File: config.mk
export PLATFORM = sky130hd
export DESIGN_NAME = seq_detector_param
export DESIGN_NICKNAME = d
export VERILOG_FILES = /design/src/rtl/seq_detector_param.sv
export SDC_FILE = /design/constraint.sdc
export NUM_CORES = 1
export LEC_CHECK = 0
export CELL_PAD_IN_SITES_DETAIL_PLACEMENT = 0
export CELL_PAD_IN_SITES_GLOBAL_PLACEMENT = 2
export CORE_MARGIN = 5
export CORE_UTILIZATION = 27
export DETAILED_ROUTE_END_ITERATION = 8
export PLACE_DENSITY_LB_ADDON = 0.1
export SKIP_LAST_GASP = 1
export SLEW_MARGIN = 20
export SYNTH_ARGS = -nofsm -noshare
export SYNTH_HDL_FRONTEND = slang
export SYNTH_SLANG_ARGS = --single-unit
File: constraint.sdc
create_clock -name clk -period 3.94 [get_ports clk]
set_input_delay 0.788 -clock clk [delete_from_list [all_inputs] [get_ports clk]]
set_output_delay 0.788 -clock clk [all_outputs]
set_load 0.1 [all_outputs]
File: src/rtl/seq_detector_param.sv
// Run-time configurable Mealy serial-pattern detector (pattern, mask, length, overlap).
// Optional saturating match counter: define SEQDET_MATCH_CNT_EN.
module seq_detector_param #(
  parameter int MAX_LEN = 8,
  parameter int LW      = 4,
  parameter int CNT_W   = 8
) (
  input  logic               clk,
  input  logic               reset,
  input  logic               clear,
  input  logic               x_valid,
  input  logic               x,
  input  logic [MAX_LEN-1:0] pattern,
  input  logic [MAX_LEN-1:0] mask,
  input  logic [LW-1:0]      pat_len,
  input  logic               overlap,
  output logic               y,
  output logic               y_reg,
  output logic [CNT_W-1:0]   match_count
);

  localparam int FW = LW + 1;

  typedef enum logic [1:0] {
    EMPTY,
    FILL,
    ARMED
  } st_t;

  logic [MAX_LEN-1:0] hist;
  logic [MAX_LEN-1:0] hist_nxt;
  logic [MAX_LEN-1:0] win;
  logic [MAX_LEN-1:0] lenmask;
  logic [FW-1:0]      fcnt;
  logic [FW-1:0]      fcnt_nxt;
  logic [FW-1:0]      fcnt_p1;
  logic [FW-1:0]      len_x;
  st_t                st;
  logic               len_ok;
  logic               hit;

  assign win     = {hist[MAX_LEN-2:0], x};
  assign len_x   = {1'b0, pat_len};
  assign fcnt_p1 = fcnt + FW'(1);
  assign len_ok  = (pat_len != '0) &&
                   (len_x <= FW'(MAX_LEN));

  always_comb begin
    lenmask = '0;
    for (int i = 0; i < MAX_LEN; i++)
      lenmask[i] = FW'(i) < len_x;
  end

  // Fill level seen as a state: armed once the incoming bit completes a window
  always_comb begin
    st = EMPTY;
    if (fcnt_p1 >= len_x)
      st = ARMED;
    else if (fcnt != '0)
      st = FILL;
  end

  assign hit = x_valid & ~clear & len_ok &
               (st == ARMED) &
               ~|((win ^ pattern) & mask & lenmask);

  assign y = hit & reset;

  always_comb begin
    hist_nxt = hist;
    fcnt_nxt = fcnt;
    if (x_valid) begin
      hist_nxt = win;
      if (hit && !overlap)
        fcnt_nxt = '0;
      else if (fcnt < FW'(MAX_LEN))
        fcnt_nxt = fcnt_p1;
    end
  end

  always_ff @(posedge clk or negedge reset) begin
    if (!reset) begin
      hist  <= '0;
      fcnt  <= '0;
      y_reg <= 1'b0;
    end else if (clear) begin
      hist  <= '0;
      fcnt  <= '0;
      y_reg <= 1'b0;
    end else begin
      hist  <= hist_nxt;
      fcnt  <= fcnt_nxt;
      y_reg <= hit;
    end
  end

`ifdef SEQDET_MATCH_CNT_EN
  logic [CNT_W-1:0] cnt;

  always_ff @(posedge clk or negedge reset) begin
    if (!reset)
      cnt <= '0;
    else if (clear)
      cnt <= '0;
    else if (hit && cnt != '1)
      cnt <= cnt + CNT_W'(1);
  end

  assign match_count = cnt;
`else
  assign match_count = '0;
`endif

endmodule

Word level (Yosys, flattened, before mapping) --
Cells that the tools add are included.
Cells by class: $add $sub $neg 1, multiply operators 0, div/mod/pow operators 0, order comparisons 11, equal/unequal tests 1, shift operators 0, multiplexer cells 9, bitwise operators 9, reductions and logical operators 10
Operators with widths (number):
- 5-bit 2-to-1 mux | 4
- 8-bit bitwise AND | 2
- 3-bit by 4-bit < comparator with 1-bit output (first input constant) | 4
- 7-bit 2-to-1 mux | 2
- 1-bit by 4-bit < comparator with 1-bit output (first input constant) | 2
- 2-bit by 4-bit < comparator with 1-bit output (first input constant) | 2
- 8-bit OR reduction | 1
- 8-bit bitwise XOR | 1
- 5-bit by 1-bit adder with 5-bit output (second input constant) | 1
- 1-bit bitwise AND | 5
- 5-bit by 4-bit greater-or-equal comparator with 1-bit output | 1
- 5-bit by 4-bit < comparator with 1-bit output (second input constant) | 1
- 5-bit nonzero test | 1
- 4-bit less-or-equal comparator (second input constant) | 1
- 4-bit nonzero test | 1
- 3-bit nonzero test | 1
- 2-bit == test (second input constant) | 1
- 1-bit logical AND | 2
- 1-bit logical NOT | 2
- 1-bit 2-to-1 mux | 2
- 2-bit 2-to-1 mux | 1
- 2-bit AND reduction | 1
- 2-bit nonzero test | 1
- 1-bit inverter | 1
Word-level totals: bits in registers 13, latch bits 0, memory bits (writable) 0, bits in read-only memories 0, input bits 26, output and inout port bits 10, word-level logic and storage cells 44, memories 0

Logic depth before layout (Yosys ltp) --
depth after elaboration 10, gate-level depth with buffers 9, mapped depth without buffers 9

Worst setup path after synthesis --
Ideal clock, no wire load.
kind input to output, start point in pat_len[1], end point out y, data arrival time 2.516 ns, required time 3.152 ns, setup slack 0.636 ns, stages 5, path buffers 0, cells stage by stage or3b_1 o211ai_2 a41o_1 o2111a_2 and3_1
On the way: word-level cells in the longest chain between the ends 6, elaborated cells between the ends (all ways) 21, classes of those cells order compare: 10; eq/ne: 1; mux: 1; bitwise: 5; reduce/logical: 4
RTL lines:
- start, declared | RTL line 15 | input logic [LW-1:0] pat_len,
- 5-bit by 4-bit greater-or-equal comparator with 1-bit output, or another cell as far along | RTL line 57 | if (fcnt_p1 >= len_x)
- 2-bit 2-to-1 mux, or another cell as far along | RTL line 57
- 2-bit == test, or another cell as far along | RTL line 64 | (st == ARMED) &
- 1-bit bitwise AND / 1-bit logical NOT (equally long branches) | RTL line 63, 65
- 1-bit bitwise AND (*) | RTL line 64
- 1-bit bitwise AND (*) | RTL line 67 | assign y = hit & reset;
- end, declared | RTL line 17 | output logic y,
Every way passes the cells marked *; elsewhere a longest branch is shown, timed or not.

Worst setup path after layout --
start point in pat_len[0], end point out y
The elaborated chain is that of the path after synthesis.

==> summary.txt <==
Outcome
  – Status: finished clean

Die
  – Die Span Y: roughly 70 µm
  – Rows: 22
  – DIE WIDTH: approximately 70 µm
  – Core Region: approximately 3600 µm²
  – Die ar.: around 5000 µm²
  – I/O pin count: 36
  – Initial Utilization: 0.2758

Detailed routing
  – Met3 WL: around 160 µm
  – Highest routed layer: met4
  – Final wirelength: ~2500 µm
  – Wl on met1: 1230 µm
  – Post-route ant nets: 0
  – Routed vias/inst: 4.541
  – First DRT Iteration DRCs: 13
  – DR vias: 840
  – Met2 WL: roughly 1100 µm
  – Pre-antenna DRT Iters: 4
  – Wire per inst: approximately 14 µm
  – DRC violations left: 0

Final layout
  – Final Non-Filler Cells: between 150 and 200
  – Antenna cells: 0
  – Area of the multi-input gates: between 600 and 700 µm²
  – Fillers: ~380
  – Nets: 169
  – Area Overhead vs Synth: 35.83%
  – Flip-flop and latch area: about 330 µm²
  – Layout cells sized above 1: 0.1022
  – Number of flip-flops in the largest register: 7

CTS
  – Clk Latency, worst-skew pair: about 0.24 ns
  – Clock buffer depth: 2
  – CTS-repair resized insts: 0
  – CTS Buf Count: 3
  – Root Buffer: clkbuf_8
  – TritonCTS clock tree: done
  – Worst-path clk slew: roughly 0.06 ns
  – Post-CTS Setup Inserts: 0
  – Htree depth: 1
  – CTS Hold Bufs: 0
  – Clock sink total: 13

Logic synthesis
  – Dominant synthesized flop cell: dfrtp_1
  – Yosys warns: 0
  – Post-synth EDFFs: 0
  – Top post-synthesis cells by area: dfrtp_1, xor2_1, mux2i_1
  – Post-synth design cell area: between 1000 and 1500 µm²
  – Most instantiated cells after synthesis: dfrtp_1, nor2_1, xor2_1
  – Synth Area in Compound Gates: 0.1685
  – Mapped Avg Cell Area: around 9.4 µm²
  – Top-area cell type share of the netlist area: 0.3246
  – FF+latch count, synth: 13
  – Mux contribution to synthesized area: 0.06991
  – Synth area leader: dfrtp_1
  – Post-synth cell types: 40
  – Largest family of logic cells by synthesized area: simple AND/OR/NAND/NOR gates
  – Simple-Gate Fraction of Synth Area: 0.1948
  – Async SR Flop Fraction: 1.000
  – Sequential area share after synthesis: 0.3246
  – Post-Synth Adder-Cell Area: 0.06242
  – Synth Area in XOR/XNOR: 0.09613
  – Mapped Cells: about 110

Timing
  – Crit share post-route: 0.9337
  – Final TNS setup: 0 ns
  – Final setup margin: 0.2613 ns
  – Slew Limit Fails: 0
  – # setup viols final: 0
  – Hold WS: roughly 0.56 ns
  – Tmin final: between 3 and 4 ns
  – Fmax achieved: 271.8 MHz
  – Clk_skew: about 0.0035 ns
  – Fin. Hold Viols: 0
  – Slew @ Worst Pin: just under 1 ns
  – Slew Limit Headroom: 0.3496
  – Unrepaired setup endpoints after global routing: false

Placed design
  – DP Worst Slack: 0.2670 ns
  – Dpl hpwl: 2051 µm
  – Buffers on Ports: 27
  – Dpl cells: roughly 180
  – GPL Wtd Cong: 0.7577

Pwr
  – Sw Ratio: 0.3328
  – Internal power: between 200 and 250 µW
  – Max VDD drop: 0.1185 mV
  – Clock Power Share: 0.326
  – Leakage: slightly above 0.6 nW
  – Combinational power share: 0.295
  – Net Sw Power: between 100 and 150 µW
  – Sequential power share: 0.379
  – PD cells: around 270 nW/µm²

Hold path
  – Hold path depth: 2
  – Worst min-delay path category: reg -> reg

Global route
  – GRT Util Overall: 0.1063
  – Pin count of the biggest net entering global routing: 15
  – Antenna violations before repair: 0
  – First-pass GRT wire length: 4333 µm
  – Vias in the first global route: 932
  – Gr ovfl total: 0

Critical path
  – Critical path fanouts, max: 7
  – WP data required: between 3 and 4 ns
  – Setup crit end kind: output port
  – Crit path kind: in -> out
  – WP data arrival: ~2.9 ns
  – Worst Reg2Reg Path Length in Cells: 9
  – Startpoint Class: input pin

Flow run
  – Max Cap Viol: 0
==> routing by layer <==
layer | vias up | GRT usage
li1 | 427 | -
met1 | 383 | 0.1396
met2 | 28 | 0.1730
met3 | 2 | 0.03125
met4 | 0 | 0.02296
met5 | - | 0
==> through the flow <==
| stage | cell area [µm²] | util | total power [mW] |
|---|---|---|---|
| after CTS | 1361 | 0.3747 | 0.3782 |
| after global routing | 1361 | 0.3747 | 0.3930 |
| after detailed placement | 1315 | 0.3619 | 0.2548 |
| after global placement | 1315 | 0.3619 | 0.2548 |
| final | 1361 | 0.3747 | 0.3734 |
| after floorplan | 1028 | - | 0.2175 |
==> worst paths after layout <==
| kind | from | endpoint | slack [ns] |
|---|---|---|---|
| min in group asynchronous | reset | y_reg$_DFF_PN0_ | 0.85 |
| max in group asynchronous | reset | hist[4]$_DFFE_PN0P_ | 2.92 |
| min reg2reg | hist[6]$_DFFE_PN0P_ | hist[6]$_DFFE_PN0P_ | 0.56 |
| max | pat_len[0] | y | 0.26 |
| max reg2reg | fcnt[0]$_DFFE_PN0P_ | fcnt[2]$_DFFE_PN0P_ | 1.69 |
| min | hist[6]$_DFFE_PN0P_ | hist[6]$_DFFE_PN0P_ | 0.56 |
==> critical path, cell delays in order <==
cell and delay, ns:
clkdlybuf4s50_1 0.61, ha_1 0.27, nand2b_1 0.14, a211oi_1 0.25, o21ai_0 0.14, o2111a_2 0.31
and3_1 0.22, buf_12 0.17
==> cell usage in the layout, fill, tap and decap left out, types with 2 or more instances in the layout <==
cell	synthesis	final
conb_1	1	8
buf_4	8	2
clkdlybuf4s50_1	0	26
xnor2_1	2	2
dfrtp_1	13	13
nand2_1	4	4
o21ai_0	5	5
and2_1	2	2
ha_1	5	5
nor2_1	13	13
inv_1	3	3
a22oi_1	2	2
nand3_1	7	7
mux2i_1	7	7
clkbuf_8	0	3
xor2_1	9	9
==> final cells by class <==
cell class	instances	area share
inverter	3	0.008272
tap	48	0.04412
multi-input combinational	88	0.4577
timing repair buffer	29	0.2169
sequential	13	0.2390
clock inverter	1	0.003676
clock buffer	3	0.03033
==> logic make-up after synthesis <==
logic type / count (synthesis)
AOI/OAI and AO/OA: 20
xor gates and xnor gates: 11
buffers and inverters: 13
and+or+nand+nor: 37
muxes: 7
other: 1
adders and majority gates: 5
DFF: 13
==> power groups by stage <==
| stage | logic (mW) | clock network (mW) | registers, mW |
|---|---|---|---|
| global placement | 0.111 | 0 | 0.144 |
| floorplan | 0.0746 | 0 | 0.143 |
| finish | 0.110 | 0.122 | 0.141 |
| global route | 0.120 | 0.131 | 0.142 |
| detailed placement | 0.111 | 0 | 0.144 |
| CTS | 0.112 | 0.125 | 0.141 |
Note: power is estimated with default switching activity, not from simulation.
